<file path="src/rtl/vga_pkg.sv">
// Shared VGA constants and helpers: default 800x600@60 timing, coordinate
// width, colour constants used by the display blocks, and the layer
// priority composite function.
package vga_pkg;

    localparam int COORD_W    = 11;
    localparam int COLOUR_W   = 3;
    localparam int MAX_LAYERS = 16;

    localparam int DEF_H_VISIBLE = 800;
    localparam int DEF_H_FRONT   = 40;
    localparam int DEF_H_SYNC    = 128;
    localparam int DEF_H_BACK    = 88;
    localparam int DEF_V_VISIBLE = 600;
    localparam int DEF_V_FRONT   = 1;
    localparam int DEF_V_SYNC    = 4;
    localparam int DEF_V_BACK    = 23;

    localparam logic [COLOUR_W-1:0] COLOUR_BG  = 3'b000;
    localparam logic [COLOUR_W-1:0] COLOUR_ON  = 3'b111;
    localparam logic [COLOUR_W-1:0] COLOUR_OFF = 3'b000;

    // Lowest-index layer with its display_on set wins; background otherwise.
    // Scans from the top down so the last assignment is the lowest index.
    function automatic logic [COLOUR_W-1:0] layer_select(
        input logic [COLOUR_W*MAX_LAYERS-1:0] pixels,
        input logic [MAX_LAYERS-1:0]          on,
        input logic [COLOUR_W-1:0]            bg
    );
        logic [COLOUR_W-1:0] sel;
        sel = bg;
        for (int i = MAX_LAYERS - 1; i >= 0; i--) begin
            if (on[i]) begin
                sel = pixels[COLOUR_W*i +: COLOUR_W];
            end
        end
        return sel;
    endfunction

endpackage

</file>
<file path="src/rtl/vga_timing_generator_if.sv">
// Coordinate / layer / video-out bundle between the timing generator
// (master) and the display blocks plus DAC side (slave).
// The test_pattern signal exists only when VGA_TEST_PATTERN_EN is defined.
interface vga_timing_generator_if #(
    parameter int NUM_LAYERS = 4
);
    logic [vga_pkg::COORD_W-1:0]             vga_h;
    logic [vga_pkg::COORD_W-1:0]             vga_v;
    logic                                    frame_start;
    logic [vga_pkg::COLOUR_W*NUM_LAYERS-1:0] layer_pixel;
    logic [NUM_LAYERS-1:0]                   layer_on;
`ifdef VGA_TEST_PATTERN_EN
    logic                                    test_pattern;
`endif
    logic [vga_pkg::COLOUR_W-1:0]            vga_rgb;
    logic                                    vga_hsync;
    logic                                    vga_vsync;

    modport master (
        output vga_h, output vga_v, output frame_start,
        output vga_rgb, output vga_hsync, output vga_vsync,
`ifdef VGA_TEST_PATTERN_EN
        input  test_pattern,
`endif
        input  layer_pixel, input layer_on
    );

    modport slave (
        input  vga_h, input vga_v, input frame_start,
        input  vga_rgb, input vga_hsync, input vga_vsync,
`ifdef VGA_TEST_PATTERN_EN
        output test_pattern,
`endif
        output layer_pixel, output layer_on
    );

endinterface

</file>
<file path="src/rtl/vga_delay_line.sv">
// Fixed-depth shift register used to keep sync/blank (and the bar
// coordinate) aligned with the display blocks' registered pixels.
// Synchronous reset clears every stage.
module vga_delay_line #(
    parameter int WIDTH = 1,
    parameter int DEPTH = 1
) (
    input  logic             clk,
    input  logic             reset,
    input  logic [WIDTH-1:0] i_data,
    output logic [WIDTH-1:0] o_data
);

    logic [WIDTH-1:0] r_stage [DEPTH];

    // Shift one stage per clock; reset flushes the whole line to zero.
    always_ff @(posedge clk) begin
        if (reset) begin
            for (int i = 0; i < DEPTH; i++) begin
                r_stage[i] <= '0;
            end
        end else begin
            r_stage[0] <= i_data;
            for (int i = 1; i < DEPTH; i++) begin
                r_stage[i] <= r_stage[i-1];
            end
        end
    end

    assign o_data = r_stage[DEPTH-1];

endmodule

</file>
<file path="src/rtl/vga_timing_generator.sv">
// VGA timing generator: pixel/line counters, sync decode, sync/blank delay
// aligned with the display blocks' pixel pipeline, and layer compositing.
// Optional feature macro: VGA_TEST_PATTERN_EN (8 vertical colour bars).
module vga_timing_generator #(
    parameter int              H_VISIBLE  = vga_pkg::DEF_H_VISIBLE,
    parameter int              H_FRONT    = vga_pkg::DEF_H_FRONT,
    parameter int              H_SYNC     = vga_pkg::DEF_H_SYNC,
    parameter int              H_BACK     = vga_pkg::DEF_H_BACK,
    parameter int              V_VISIBLE  = vga_pkg::DEF_V_VISIBLE,
    parameter int              V_FRONT    = vga_pkg::DEF_V_FRONT,
    parameter int              V_SYNC     = vga_pkg::DEF_V_SYNC,
    parameter int              V_BACK     = vga_pkg::DEF_V_BACK,
    parameter logic            SYNC_POL   = 1'b1,
    parameter int              NUM_LAYERS = 4,
    parameter int              PIPE_DELAY = 1,
    parameter logic [2:0]      COLOUR_BG  = vga_pkg::COLOUR_BG
) (
    input  logic                   clk,
    input  logic                   reset,
    vga_timing_generator_if.master bus
);
    import vga_pkg::*;

    localparam int H_TOTAL = H_VISIBLE + H_FRONT + H_SYNC + H_BACK;
    localparam int V_TOTAL = V_VISIBLE + V_FRONT + V_SYNC + V_BACK;
    localparam int EXT_W   = COORD_W + 1;

    // One extra bit so a sync window ending exactly at 2048 still compares.
    localparam logic [EXT_W-1:0] HS_START = EXT_W'(H_VISIBLE + H_FRONT);
    localparam logic [EXT_W-1:0] HS_END   = EXT_W'(H_VISIBLE + H_FRONT + H_SYNC);
    localparam logic [EXT_W-1:0] VS_START = EXT_W'(V_VISIBLE + V_FRONT);
    localparam logic [EXT_W-1:0] VS_END   = EXT_W'(V_VISIBLE + V_FRONT + V_SYNC);
    localparam logic [EXT_W-1:0] H_VIS    = EXT_W'(H_VISIBLE);
    localparam logic [EXT_W-1:0] V_VIS    = EXT_W'(V_VISIBLE);

    if (H_TOTAL > 2048 || V_TOTAL > 2048) begin : g_total_too_big
        $error("vga_timing_generator: H_TOTAL/V_TOTAL must be <= 2048");
    end
    if (PIPE_DELAY < 1 || PIPE_DELAY > 4) begin : g_bad_pipe_delay
        $error("vga_timing_generator: PIPE_DELAY must be 1..4");
    end
    if (NUM_LAYERS < 1 || NUM_LAYERS > MAX_LAYERS) begin : g_bad_num_layers
        $error("vga_timing_generator: NUM_LAYERS out of range");
    end

    logic [COORD_W-1:0]             r_h;
    logic [COORD_W-1:0]             r_v;
    logic                           r_frame_start;
    logic [COORD_W-1:0]             w_h_next;
    logic [COORD_W-1:0]             w_v_next;
    logic                           w_hs_raw;
    logic                           w_vs_raw;
    logic                           w_vis_raw;
    logic [2:0]                     w_sync_d;
    logic [COLOUR_W*MAX_LAYERS-1:0] w_pix_ext;
    logic [MAX_LAYERS-1:0]          w_on_ext;
    logic [COLOUR_W-1:0]            w_composite;
    logic [COLOUR_W-1:0]            r_rgb;
    logic                           r_hsync;
    logic                           r_vsync;

    // Next counter values: h wraps at H_TOTAL-1, v advances only on that wrap.
    always_comb begin
        w_h_next = r_h + COORD_W'(1);
        w_v_next = r_v;
        if (r_h == COORD_W'(H_TOTAL - 1)) begin
            w_h_next = '0;
            if (r_v == COORD_W'(V_TOTAL - 1)) begin
                w_v_next = '0;
            end else begin
                w_v_next = r_v + COORD_W'(1);
            end
        end else begin
            w_v_next = r_v;
        end
    end

    // Counter registers; frame_start is registered from the next-state (0,0).
    always_ff @(posedge clk) begin
        if (reset) begin
            r_h           <= '0;
            r_v           <= '0;
            r_frame_start <= 1'b1;
        end else begin
            r_h           <= w_h_next;
            r_v           <= w_v_next;
            r_frame_start <= (w_h_next == '0) && (w_v_next == '0);
        end
    end

    // Compare-only decode of the sync windows and visible area.
    always_comb begin
        w_hs_raw  = ({1'b0, r_h} >= HS_START) && ({1'b0, r_h} < HS_END);
        w_vs_raw  = ({1'b0, r_v} >= VS_START) && ({1'b0, r_v} < VS_END);
        w_vis_raw = ({1'b0, r_h} < H_VIS) && ({1'b0, r_v} < V_VIS);
    end

    vga_delay_line #(
        .WIDTH (3),
        .DEPTH (PIPE_DELAY)
    ) u_sync_delay (
        .clk    (clk),
        .reset  (reset),
        .i_data ({w_hs_raw, w_vs_raw, w_vis_raw}),
        .o_data (w_sync_d)
    );

`ifdef VGA_TEST_PATTERN_EN
    logic [COORD_W-1:0] w_h_d;

    vga_delay_line #(
        .WIDTH (COORD_W),
        .DEPTH (PIPE_DELAY)
    ) u_h_delay (
        .clk    (clk),
        .reset  (reset),
        .i_data (r_h),
        .o_data (w_h_d)
    );
`endif

    // Priority composite of the layers (or colour bars when test_pattern is set).
    always_comb begin
        w_pix_ext = '0;
        w_on_ext  = '0;
        w_pix_ext[COLOUR_W*NUM_LAYERS-1:0] = bus.layer_pixel;
        w_on_ext[NUM_LAYERS-1:0]           = bus.layer_on;
`ifdef VGA_TEST_PATTERN_EN
        if (bus.test_pattern) begin
            w_composite = COLOUR_W'(w_h_d / COORD_W'(H_VISIBLE / 8));
        end else begin
            w_composite = layer_select(w_pix_ext, w_on_ext, COLOUR_BG);
        end
`else
        w_composite = layer_select(w_pix_ext, w_on_ext, COLOUR_BG);
`endif
    end

    // Output register: samples layers on the same edge; blanks outside visible area.
    always_ff @(posedge clk) begin
        if (reset) begin
            r_rgb   <= '0;
            r_hsync <= ~SYNC_POL;
            r_vsync <= ~SYNC_POL;
        end else begin
            r_rgb   <= w_sync_d[0] ? w_composite : 3'b000;
            r_hsync <= w_sync_d[2] ? SYNC_POL : ~SYNC_POL;
            r_vsync <= w_sync_d[1] ? SYNC_POL : ~SYNC_POL;
        end
    end

    assign bus.vga_h       = r_h;
    assign bus.vga_v       = r_v;
    assign bus.frame_start = r_frame_start;
    assign bus.vga_rgb     = r_rgb;
    assign bus.vga_hsync   = r_hsync;
    assign bus.vga_vsync   = r_vsync;

endmodule

</file>
<file path="src/flat_wrapper.sv">
// flat-port wrapper written by rule: the top's interface ports become plain ports
module vga_timing_generator_flat import vga_pkg::*;
#(
    parameter int              H_VISIBLE  = vga_pkg::DEF_H_VISIBLE,
    parameter int              H_FRONT    = vga_pkg::DEF_H_FRONT,
    parameter int              H_SYNC     = vga_pkg::DEF_H_SYNC,
    parameter int              H_BACK     = vga_pkg::DEF_H_BACK,
    parameter int              V_VISIBLE  = vga_pkg::DEF_V_VISIBLE,
    parameter int              V_FRONT    = vga_pkg::DEF_V_FRONT,
    parameter int              V_SYNC     = vga_pkg::DEF_V_SYNC,
    parameter int              V_BACK     = vga_pkg::DEF_V_BACK,
    parameter logic            SYNC_POL   = 1'b1,
    parameter int              NUM_LAYERS = 4,
    parameter int              PIPE_DELAY = 1,
    parameter logic [2:0]      COLOUR_BG  = vga_pkg::COLOUR_BG
)
  (clk, reset, bus_vga_h, bus_vga_v, bus_frame_start, bus_vga_rgb, bus_vga_hsync, bus_vga_vsync, bus_layer_pixel, bus_layer_on);
  vga_timing_generator_if #(.NUM_LAYERS(NUM_LAYERS)) bus_i ();
  input  logic clk;
  input  logic reset;
  output wire logic [$bits(bus_i.vga_h)-1:0] bus_vga_h;
  output wire logic [$bits(bus_i.vga_v)-1:0] bus_vga_v;
  output wire logic [$bits(bus_i.frame_start)-1:0] bus_frame_start;
  output wire logic [$bits(bus_i.vga_rgb)-1:0] bus_vga_rgb;
  output wire logic [$bits(bus_i.vga_hsync)-1:0] bus_vga_hsync;
  output wire logic [$bits(bus_i.vga_vsync)-1:0] bus_vga_vsync;
  input wire logic [$bits(bus_i.layer_pixel)-1:0] bus_layer_pixel;
  input wire logic [$bits(bus_i.layer_on)-1:0] bus_layer_on;
  assign bus_vga_h = bus_i.vga_h;
  assign bus_vga_v = bus_i.vga_v;
  assign bus_frame_start = bus_i.frame_start;
  assign bus_vga_rgb = bus_i.vga_rgb;
  assign bus_vga_hsync = bus_i.vga_hsync;
  assign bus_vga_vsync = bus_i.vga_vsync;
  assign bus_i.layer_pixel = bus_layer_pixel;
  assign bus_i.layer_on = bus_layer_on;
  vga_timing_generator #(.H_VISIBLE(H_VISIBLE), .H_FRONT(H_FRONT), .H_SYNC(H_SYNC), .H_BACK(H_BACK), .V_VISIBLE(V_VISIBLE), .V_FRONT(V_FRONT), .V_SYNC(V_SYNC), .V_BACK(V_BACK), .SYNC_POL(SYNC_POL), .NUM_LAYERS(NUM_LAYERS), .PIPE_DELAY(PIPE_DELAY), .COLOUR_BG(COLOUR_BG)) u_core (.clk(clk), .reset(reset), .bus(bus_i));
endmodule
</file>
<file path="config.mk">
export PLATFORM = sky130hd
export DESIGN_NAME = vga_timing_generator_flat
export DESIGN_NICKNAME = d
export VERILOG_FILES = /design/src/rtl/vga_pkg.sv /design/src/rtl/vga_timing_generator_if.sv /design/src/rtl/vga_delay_line.sv /design/src/rtl/vga_timing_generator.sv /design/src/flat_wrapper.sv
export SDC_FILE = /design/constraint.sdc
export NUM_CORES = 1
export LEC_CHECK = 0
export BUFFER_PORTS_ARGS = -buffer_cell sky130_fd_sc_hd__buf_2
export CAP_MARGIN = 20
export CORE_ASPECT_RATIO = 1.1
export CORE_MARGIN = 3
export CORE_UTILIZATION = 53
export CTS_CLUSTER_DIAMETER = 120
export DETAILED_ROUTE_END_ITERATION = 12
export PLACE_DENSITY = 0.8
export SETUP_SLACK_MARGIN = 0.1
export SYNTH_ARGS = -nofsm -noshare
export SYNTH_HDL_FRONTEND = slang
export SYNTH_SLANG_ARGS = --single-unit
</file>
<file path="constraint.sdc">
create_clock -name clk -period 2.7 [get_ports clk]
set_clock_uncertainty 0.05 [all_clocks]
set_input_delay 0.135 -clock clk [delete_from_list [all_inputs] [get_ports clk]]
set_output_delay 0.135 -clock clk [all_outputs]
set_load 0.005 [all_outputs]
</file>
==> summary.md <==
| Metric | Value |
|---|---|
| Share of power burned in the clock network | `0.329` |
| Fin crit period | `2.38 ns` |
| Post-DP HPWL | `2.93 mm` |
| CTS Buf Count | `5` |
| Initial Utilization | `0.572` |
| Fillers | `278` |
| Final Max Slew Viols | `0` |
| Antenna violations before repair | `0` |
| Area of the multi-input gates | `1080 um^2` |
| Die height | `67.2 um` |
| Wirelength per Cell | `14.5 um` |
| Rel. slew slack | `0.643` |
| Post-Route WL | `4.22 mm` |
| Peak Freq | `0.420 GHz` |
| Yosys top cell by area | `dfxtp_1` |
| Placed Cells | `280` |
| All-Layer GR Usage | `0.229` |
| Flop-to-flop setup slack | `0.32 ns` |
| CP required | `2.92 ns` |
| H-tree depth | `2` |
| PD cells | `375 nW/um^2` |
| Pin count of the biggest net entering global routing | `30` |
| GRT busiest layer | `met2` |
| Final Cycle Share | `0.881` |
| Core Area | `3150 um^2` |
| Final worst slack | `0.320 ns` |
| Top_reg_cell synth | `dfxtp_1` |
| Hold WC Path Type | `input port to flop` |
| Yosys cell types | `52` |
| DR vias | `1692` |
| Worst-path clk slew | `0.10 ns` |
| Seq/Total Area, Yosys | `0.344` |
| Post-Syn Area | `1800 um^2` |
| Number of max-cap violations | `0` |
| CTS max path bufs | `2` |
| Setup violators final | `0` |
| Post-CTS Setup Inserts | `0` |
| Sw power | `0.192 mW` |
| CTS tree | `done` |
| M1 GR Usage | `0.281` |
| Vias per cell | `5.81` |
| Post-route ant nets | `0` |
| Area contributors post-synth | `dfxtp_1, nor2_1, a21oi_1` |
| EDFF count, synth | `0` |
| Synthesized area per cell | `8.43 um^2` |
| Clk root buf | `clkbuf_4` |
| Cell with the most instances after synthesis | `dfxtp_1` |
| Final Hold Vio Count | `0` |
| Max FO, Critical Path | `23` |
| Place WS | `0.363 ns` |
| Final GP Congestion | `0.889` |
| Drt first pass iters | `4` |
| Vias in the first global route | `1510` |
| Final Non-Filler Cells | `291` |
| Mapped Nets | `237` |
| Internal power | `0.595 mW` |
| P_leak | `0.916 nW` |
| Initial DRC Count | `104` |
| Gr ovfl total | `0` |
| Least-Margin Pin Slew | `0.531 ns` |
| Ant. Diodes | `0` |
| Drc violations | `0` |
| Synth Register Bits | `31` |
| Sink Count | `31` |
| Synth-to-Final Area Change | `16.2%` |
| Seq pwr share | `0.599` |
| Num ports | `46` |
| Die width | `61.6 um` |
| Comb pwr share | `0.073` |
| Reg area | `621 um^2` |
| Share of Yosys cell area claimed by the top area cell type | `0.344` |
| Met3 Use GR | `0.0574` |
| YS warnings | `0` |
| Async set-reset flop share out of synthesis | `0` |
| Critical path arrival | `2.60 ns` |
| Setup TNS | `0 ns` |
| Switch share | `0.244` |
| Input/output buffers | `45` |
| Setup CP Type | `flop to flop` |
| Layout cell share with drive strength beyond 1 | `0.265` |
| Worst Setup End Kind | `flop` |
| Core Rows | `21` |
| Syn Inst Count | `214` |
| Skew-Pair Late Insertion Delay | `0.34 ns` |
| Met2 usage in global routing | `0.381` |
| Final Net Count | `279` |
| First-pass GRT wire length | `6.96 mm` |
| Max rail drop VDD | `0.000249 V` |
| Unrepaired setup endpoints after global routing | `no` |
| Run status | `finished clean` |
| CP Launch Type | `flop` |
| Die area | `4140 um^2` |
| Top post-synthesis cells by count | `dfxtp_1, nor2_1, a21oi_1, nand2_1, nor3_1` |
metrics by stage:
step                power (mW)  instance area, um^2  hold slack, ns   util
floorplan                0.510                 1800           0.224      -
detailed placement       0.536                 2020           0.333  0.640
finish                   0.787                 2100          0.0542  0.665
global placement         0.535                 2020           0.319  0.640
global route             0.818                 2100          0.0855  0.665
CTS                      0.797                 2100          0.0340  0.665
worst paths after layout:
path                                                                   start                           endpoint  depth (start not counted)
worst max-delay path                          u_core.bus.vga_h[0]$_SDFF_PP0_  u_core.bus.frame_start$_SDFF_PP1_                          7
worst min-delay path                                         bus_layer_on[0]   u_core.bus.vga_rgb[0]$_SDFF_PP0_                          3
worst max register to register                u_core.bus.vga_h[0]$_SDFF_PP0_  u_core.bus.frame_start$_SDFF_PP1_                          7
worst min register to register  u_core.u_sync_delay.r_stage[0][2]$_SDFF_PP0_    u_core.bus.vga_hsync$_SDFF_PP0_                          1
layout by cell type, fill, tap and decap left out, types with 3 or more instances in the layout:
master / synthesis / layout
a21oi_1: 14 / 14
and3_1: 5 / 5
buf_2: 10 / 45
buf_4: 1 / 5
clkbuf_4: 0 / 5
dfxtp_1: 31 / 31
dlygate4sd3_1: 0 / 3
ha_1: 5 / 5
inv_1: 3 / 3
mux2i_1: 3 / 3
nand2_1: 13 / 13
nand3_1: 9 / 9
nand4b_1: 3 / 3
nor2_1: 22 / 22
nor2b_1: 7 / 7
nor3_1: 11 / 11
nor3b_1: 3 / 3
nor4_1: 4 / 4
o21ai_0: 8 / 8
o31ai_1: 3 / 3
or3_1: 3 / 3
xnor2_1: 8 / 8
xor2_1: 5 / 5
layout make-up:
type	count	area share
multi-input cells	162	0.515
flip-flops and latches	31	0.296
repair buffers	53	0.140
clock buffers	7	0.0215
well taps	34	0.0203
inverters	3	0.00537
clock inverters	1	0.00239
critical path, stage by stage, from the launching register on:
cell     delay (ns)
dfxtp_1        0.42
ha_1           0.31
and4_4         0.31
and4_4         0.39
nand2_1        0.12
a22o_1         0.25
nor4_1         0.27
a41o_1         0.19
cells by family (layout without fill, tap and decap cells):
family / count (synthesis) / count (layout) / share of synthesized area
simple gates: 98 / 98 / 0.322
compound gates: 43 / 43 / 0.162
buf+inv: 21 / 64 / 0.0576
mux: 3 / 3 / 0.0166
flops: 31 / 31 / 0.344
fa+ha+maj: 5 / 5 / 0.0347
xor+xnor: 13 / 13 / 0.0631
repair_timing:
action                                 in CTS  in global routing
endpoints found under the hold margin       3                  0
hold buffers                                3                  0
gates resized for setup                     0                  0
power groups by stage:
stage / clock, mW / combinational [mW] / sequential [mW]
2_1_floorplan: 0 / 0.0294 / 0.481
3_3_place_gp: 0 / 0.0531 / 0.482
3_5_place_dp: 0 / 0.0535 / 0.482
4_1_cts: 0.268 / 0.0572 / 0.472
5_1_grt: 0.279 / 0.0664 / 0.473
6_report: 0.259 / 0.0573 / 0.471
routing by layer:
layer / vias up / part of all wire
li1: 855 / -
met1: 785 / 0.45
met2: 46 / 0.49
met3: 6 / 0.047
met4: 0 / 0.016
met5: - / 0
sequential cells by signal, summed over array words and instances (netlist names):
register / cells
u_core.bus.vga_rgb: 3
u_core.bus.frame_start: 1
u_core.bus.vga_vsync: 1
u_core.bus.vga_v: 11
u_core.bus.vga_hsync: 1
u_core.bus.vga_h: 11
u_core.u_sync_delay.r_stage: 3
Power figures use the tool's default switching activity.
